==> src/rtl/run_ctrl.sv <==
// ============================================================================
//  Module   : run_ctrl
//  Purpose  : Host-side run controller: loads the instruction RAM from a
//             valid/ready stream, then starts the core and times its run.
//  Revision : 1.0
// ============================================================================
`default_nettype none

module run_ctrl #(
   parameter int IW        = 9,
   parameter int AW        = 10,
   parameter int CW        = 16,
   parameter int START_CYC = 2
) (
   input  logic            CLK,
   input  logic            reset,
   input  logic            load_valid,
   output logic            load_ready,
   input  logic [IW-1:0]   load_data,
   input  logic            load_last,
   output logic            imem_we,
   output logic [AW-1:0]   imem_addr,
   output logic [IW-1:0]   imem_wdata,
   input  logic            go,
   output logic            start,
   input  logic            halt,
   input  logic [CW-1:0]   timeout_cycles,
   output logic            busy,
   output logic            done,
   output logic            timed_out,
   output logic            load_err,
   output logic [AW:0]     prog_len,
   output logic [CW-1:0]   cycle_count
);

   localparam logic [2:0] S_IDLE  = 3'd0;
   localparam logic [2:0] S_LOAD  = 3'd1;
   localparam logic [2:0] S_START = 3'd2;
   localparam logic [2:0] S_RUN   = 3'd3;
   localparam logic [2:0] S_DONE  = 3'd4;

   localparam int            c_SCW        = (START_CYC > 1) ? $clog2(START_CYC) : 1;
   localparam logic [c_SCW-1:0] c_START_LAST = c_SCW'(START_CYC - 1);
   localparam logic [AW-1:0] c_ADDR_MAX   = {AW{1'b1}};

   logic [2:0]       r_state;
   logic [2:0]       w_state_nxt;
   logic [AW-1:0]    r_ptr;
   logic [c_SCW-1:0] r_start_cnt;

   logic             w_accept;
   logic             w_first;
   logic [AW-1:0]    w_addr;
   logic             w_last_eff;
   logic             w_overflow;
   logic [CW-1:0]    w_cnt_inc;
   logic             w_tmo_hit;
   logic             w_enter_start;

   // A word arriving in IDLE/DONE always begins a fresh program at address 0.
   assign w_accept      = load_valid && load_ready;
   assign w_first       = (r_state != S_LOAD);
   assign w_addr        = w_first ? '0 : r_ptr;
   assign w_overflow    = (w_addr == c_ADDR_MAX) && !load_last;
   assign w_last_eff    = load_last || (w_addr == c_ADDR_MAX);
   assign w_cnt_inc     = (&cycle_count) ? cycle_count : cycle_count + 1'b1;
   assign w_tmo_hit     = (timeout_cycles != '0) && (w_cnt_inc == timeout_cycles);
   assign w_enter_start = (r_state != S_START) && (w_state_nxt == S_START);

   always_ff @(posedge CLK or posedge reset) begin
      if (reset) begin
         r_state <= S_IDLE;
      end else begin
         r_state <= w_state_nxt;
      end
   end

   always_comb begin
      w_state_nxt = r_state;
      case (r_state)
         S_IDLE: begin
            if (w_accept) begin
               w_state_nxt = w_last_eff ? S_IDLE : S_LOAD;
            end else if (go && (prog_len != '0)) begin
               w_state_nxt = S_START;
            end
         end
         S_LOAD: begin
            if (w_accept && w_last_eff) begin
               w_state_nxt = S_IDLE;
            end
         end
         S_START: begin
            if (r_start_cnt == c_START_LAST) begin
               w_state_nxt = S_RUN;
            end
         end
         S_RUN: begin
            // halt takes priority over a coincident timeout
            if (halt || w_tmo_hit) begin
               w_state_nxt = S_DONE;
            end
         end
         S_DONE: begin
            if (w_accept) begin
               w_state_nxt = w_last_eff ? S_IDLE : S_LOAD;
            end else if (go) begin
               w_state_nxt = S_START;
            end
         end
         default: w_state_nxt = S_IDLE;
      endcase
   end

   always_comb begin
      load_ready = 1'b0;
      busy       = 1'b0;
      done       = 1'b0;
      start      = 1'b0;
      case (r_state)
         S_IDLE:  load_ready = 1'b1;
         S_LOAD:  load_ready = 1'b1;
         S_START: begin
            busy  = 1'b1;
            start = 1'b1;
         end
         S_RUN:   busy = 1'b1;
         S_DONE: begin
            load_ready = 1'b1;
            done       = 1'b1;
         end
         default: load_ready = 1'b0;
      endcase
   end

   always_ff @(posedge CLK or posedge reset) begin
      if (reset) begin
         r_start_cnt <= '0;
      end else if (r_state != S_START) begin
         r_start_cnt <= '0;
      end else begin
         r_start_cnt <= r_start_cnt + 1'b1;
      end
   end

   always_ff @(posedge CLK or posedge reset) begin
      if (reset) begin
         imem_we    <= 1'b0;
         imem_addr  <= '0;
         imem_wdata <= '0;
         r_ptr      <= '0;
         prog_len   <= '0;
         load_err   <= 1'b0;
         timed_out  <= 1'b0;
         cycle_count <= '0;
      end else begin
         imem_we <= w_accept;
         if (w_accept) begin
            imem_addr  <= w_addr;
            imem_wdata <= load_data;
            r_ptr      <= w_addr + 1'b1;
            if (w_first) begin
               timed_out   <= 1'b0;
               load_err    <= 1'b0;
               cycle_count <= '0;
            end
            if (w_last_eff) begin
               prog_len <= {1'b0, w_addr} + {{AW{1'b0}}, 1'b1};
               load_err <= w_overflow;
            end
         end
         if (w_enter_start) begin
            cycle_count <= '0;
            timed_out   <= 1'b0;
         end
         if ((r_state == S_RUN) && !halt) begin
            cycle_count <= w_cnt_inc;
            if (w_tmo_hit) begin
               timed_out <= 1'b1;
            end
         end
      end
   end

endmodule

`default_nettype wire

==> config.mk <==
export PLATFORM = sky130hd
export DESIGN_NAME = run_ctrl
export DESIGN_NICKNAME = d
export VERILOG_FILES = /design/src/rtl/run_ctrl.sv
export SDC_FILE = /design/constraint.sdc
export NUM_CORES = 1
export LEC_CHECK = 0
export CAP_MARGIN = 30
export CORE_AREA = 2 2 89 91
export DETAILED_ROUTE_END_ITERATION = 10
export DIE_AREA = 0 0 91 93
export MAX_ROUTING_LAYER = met4
export PLACE_DENSITY = 0.77
export SETUP_SLACK_MARGIN = 0.2
export SLEW_MARGIN = 5
export SYNTH_ARGS = -nofsm -noshare
export SYNTH_HDL_FRONTEND = slang
export SYNTH_SLANG_ARGS = --single-unit
==> constraint.sdc <==
create_clock -name CLK -period 4 [get_ports CLK]
set_input_delay 0.4 -clock CLK [delete_from_list [all_inputs] [get_ports CLK]]
set_output_delay 0.4 -clock CLK [all_outputs]
set_load 0.01 [all_outputs]
==> impl_results.md <==
* Root Buffer: clkbuf_8
* PD cells at 462.4 mW/mm^2
* Period utilisation layout at roughly 75%
* Crit path max-delay family: simple AND/OR/NAND/NOR gates
* Drt total wl at approximately 10000 um
* DRT iter0 DRCs at between 200 and 250
* Hold_buf cts at 0
* Area Growth Syn to Fin at 29.76%
* Worst min path class: in -> async
* Initial antenna violation count at 0
* Setup Crit Path Kind: reg -> reg
* PortBufs at 83
* R2r worst-path depth at 11
* Unrepaired setup endpoints after global routing: false
* Post_cts resized at 0
* IO Count at 84
* Final Skew at ~0.012 ns
* VDD IR-drop max at between 0.2 and 0.25 mV
* First-pass DRT Iterations at 5
* Row Count at 32
* Total power at around 2.2 mW
* Ant. Diodes at 0
* Yosys warning count at 0
* Worst Tran Pin Value at about 0.68 ns
* Core area at ~0.0075 sq mm
* CTS tree: done
* Number of buffers created by CTS at 9
* DRC at 0
* Worst EP required at 4.24 ns
* Die Height at approximately 93 um
* Max-slew violation count at 0
* Largest net degree at the start of global routing at between 40 and 50
* Htree depth at 3
* Clock insertion delay at the later pin of the skew report at 0.35 ns
* Via count at about 3600
* Syn Area/Cell at about 8.7 sq um
* Worst-path fanout max at 19
* Placed cells at between 500 and 600
* Post-synthesis cell count at 428
* Max-cap violations at 0
* Most common cell after layout, fill and taps aside: nand2_1
* Synth async-reset ratio at 100.0%
* Final setup viols at 0
* CP max stage cell: o21ai_2
* Yosys reg bits at 63
* Gpl congestion at 0.9655
* Seq/Total Area, Yosys at a little over two fifths
* Max Root-Sink Buffers at 2
* Layout Nets at 536
* Num Clock Sinks at 63
* R2r endpoint: prog_len[8]
* R2r startpoint: r_state[0]
* Die extent in x at around 90 um
* Detail Placement HPWL at approximately 7500 um
* Critical Path Source Type: register
* Vias in the first global route at approximately 3400
* Slew headroom at roughly 54%
* Global Route Usage Sum at between 20% and 30%
* Worst Path Arrival at 3.25 ns
* Post-CTS setup buffer count at 0
* Commonest non-fill, non-tap cells in the layout: 88 x nand2_1, 83 x clkdlybuf4s50_1, 63 x dfrtp_1
* Number of flops mapped to enable cells by yosys at 0
* Avg Vias per Cell at slightly below 6
* Layout Cells excl Fill at between 600 and 700
* WL/cell at ~17 um
* Die ar. at 0.008463 sq mm
* Outcome: finished clean
* Critical Path End Type: register
* First-pass GRT wire length at roughly 17000 um
* Post-route ant nets at 0
* Synthesized area at between 0.003 and 0.004 sq mm
* Clock slew at reported path FFs at about 0.070 ns
* Synthesized Nets at ~460
* Layout cell share with drive strength beyond 1 at 8.071%
* Setup TNS at 0 ns
* Distinct cells, synth at around 60
* Fmax at approximately 0.33 GHz
* Initial Util at roughly half
* Final Hold Viols at 0
* Top_reg_cell synth: dfrtp_1
* Cell Chain, Critical Path: nor3b_1, buf_4, nand2_1, inv_1, ha_1, and3_1, nand4_1, nor2_1, and4_1, o21ai_2, mux2_2
* CP max stage delay at between 0.5 and 0.6 ns
* CP Buf/Inv Count at 2
* Lkg Pwr at between 2 and 2.5 nW
* R2R Setup Slk at just under 1 ns
* Crit path time final at roughly 3.0 ns
* Gr ovfl total at 0
## where the power goes
part / internal, mW / switching (mW)
Clock: 0.288 / 0.269
Sequential: 0.747 / 0.0944
Combinational: 0.359 / 0.465
Total: 1.39 / 0.829
## cells by family (layout without fill, tap and decap cells)
logic type | after synthesis | count (layout) | share of synthesized area (%)
mux | 8 | 8 | 2.264
xor+xnor | 27 | 27 | 6.757
simple gates | 207 | 207 | 28.68
flops | 63 | 63 | 42.57
fa+ha+maj | 2 | 2 | 0.6756
buf+inv | 37 | 117 | 4.290
compound gates | 84 | 84 | 14.76
## cell usage after synthesis, types with 5 or more instances
master | instances | share of area, %
nand2_1 | 88 | 8.9
inv_1 | 11 | 1.1
nor3_1 | 10 | 1.4
nor2_1 | 29 | 2.9
clkbuf_1 | 14 | 1.4
nor4_2 | 5 | 1.7
nand4_1 | 9 | 1.5
a21oi_1 | 12 | 1.6
nor4_1 | 9 | 1.5
nand3_1 | 18 | 2.4
and4_1 | 9 | 2.1
xor2_1 | 6 | 1.4
dfrtp_1 | 63 | 43
mux2i_1 | 5 | 1.4
and3_1 | 7 | 1.2
o31ai_1 | 9 | 1.8
o21ai_0 | 34 | 4.6
xnor2_1 | 20 | 4.7
buf_2 | 10 | 1.4
## worst max-delay path by stage
stage          depth (start not counted)  slack (ns)           to       start
2_1_floorplan                         13        1.09  prog_len[7]  r_state[2]
3_3_place_gp                          10        1.14  prog_len[8]  r_state[0]
3_5_place_dp                          10        1.06  prog_len[8]  r_state[0]
4_1_cts                               11        1.05  prog_len[8]  r_state[0]
5_1_grt                               11        0.81  prog_len[1]  r_state[0]
6_report                              11        0.98  prog_len[8]  r_state[0]
## per-layer routing
| metal | track usage, % | up-vias | share of wire, % |
|---|---|---|---|
| li1 | - | 1678 | - |
| met1 | 31.18 | 1706 | 41 |
| met2 | 43.83 | 166 | 51 |
| met3 | 4.593 | 25 | 6.0 |
| met4 | 9.217 | 0 | 2.4 |
| met5 | - | - | 0 |
## area by class of cell
class	instances	area (sq um)
repair buffers	90	895.9
fillers	674	2721
clock buffers	9	123.9
inverters	11	41.29
well taps	102	127.6
flip-flops and latches	63	1577
multi-input cells	328	1968
clock inverters	7	72.57
## sequential cells by signal, summed over array words and instances (netlist names), 3 cells and up
register and cells:
r_state 3, prog_len 11, imem_wdata 9, r_ptr 10, cycle_count 16, imem_addr 10
## worst reg2reg max path: stages (launching register included)
cell and delay (ns):
dfrtp_1 0.43, nor3b_1 0.16, buf_4 0.19, nand2_1 0.09, inv_1 0.08, ha_1 0.26
and3_1 0.25, nand4_1 0.17, nor2_1 0.10, and4_1 0.24, o21ai_2 0.55, mux2_2 0.41
## through the flow
step	setup slack, ns	hold slack [ns]	instance area (sq um)	util [%]
final	0.9839	0.2972	4806	63.85
after global routing	0.8075	0.3039	4806	63.85
after CTS	1.048	0.2968	4806	63.85
after detailed placement	1.062	0.4404	4609	61.24
after global placement	1.141	0.4423	4589	60.97
after floorplan	1.091	0.4028	3704	-
Power figures use the tool's default switching activity.
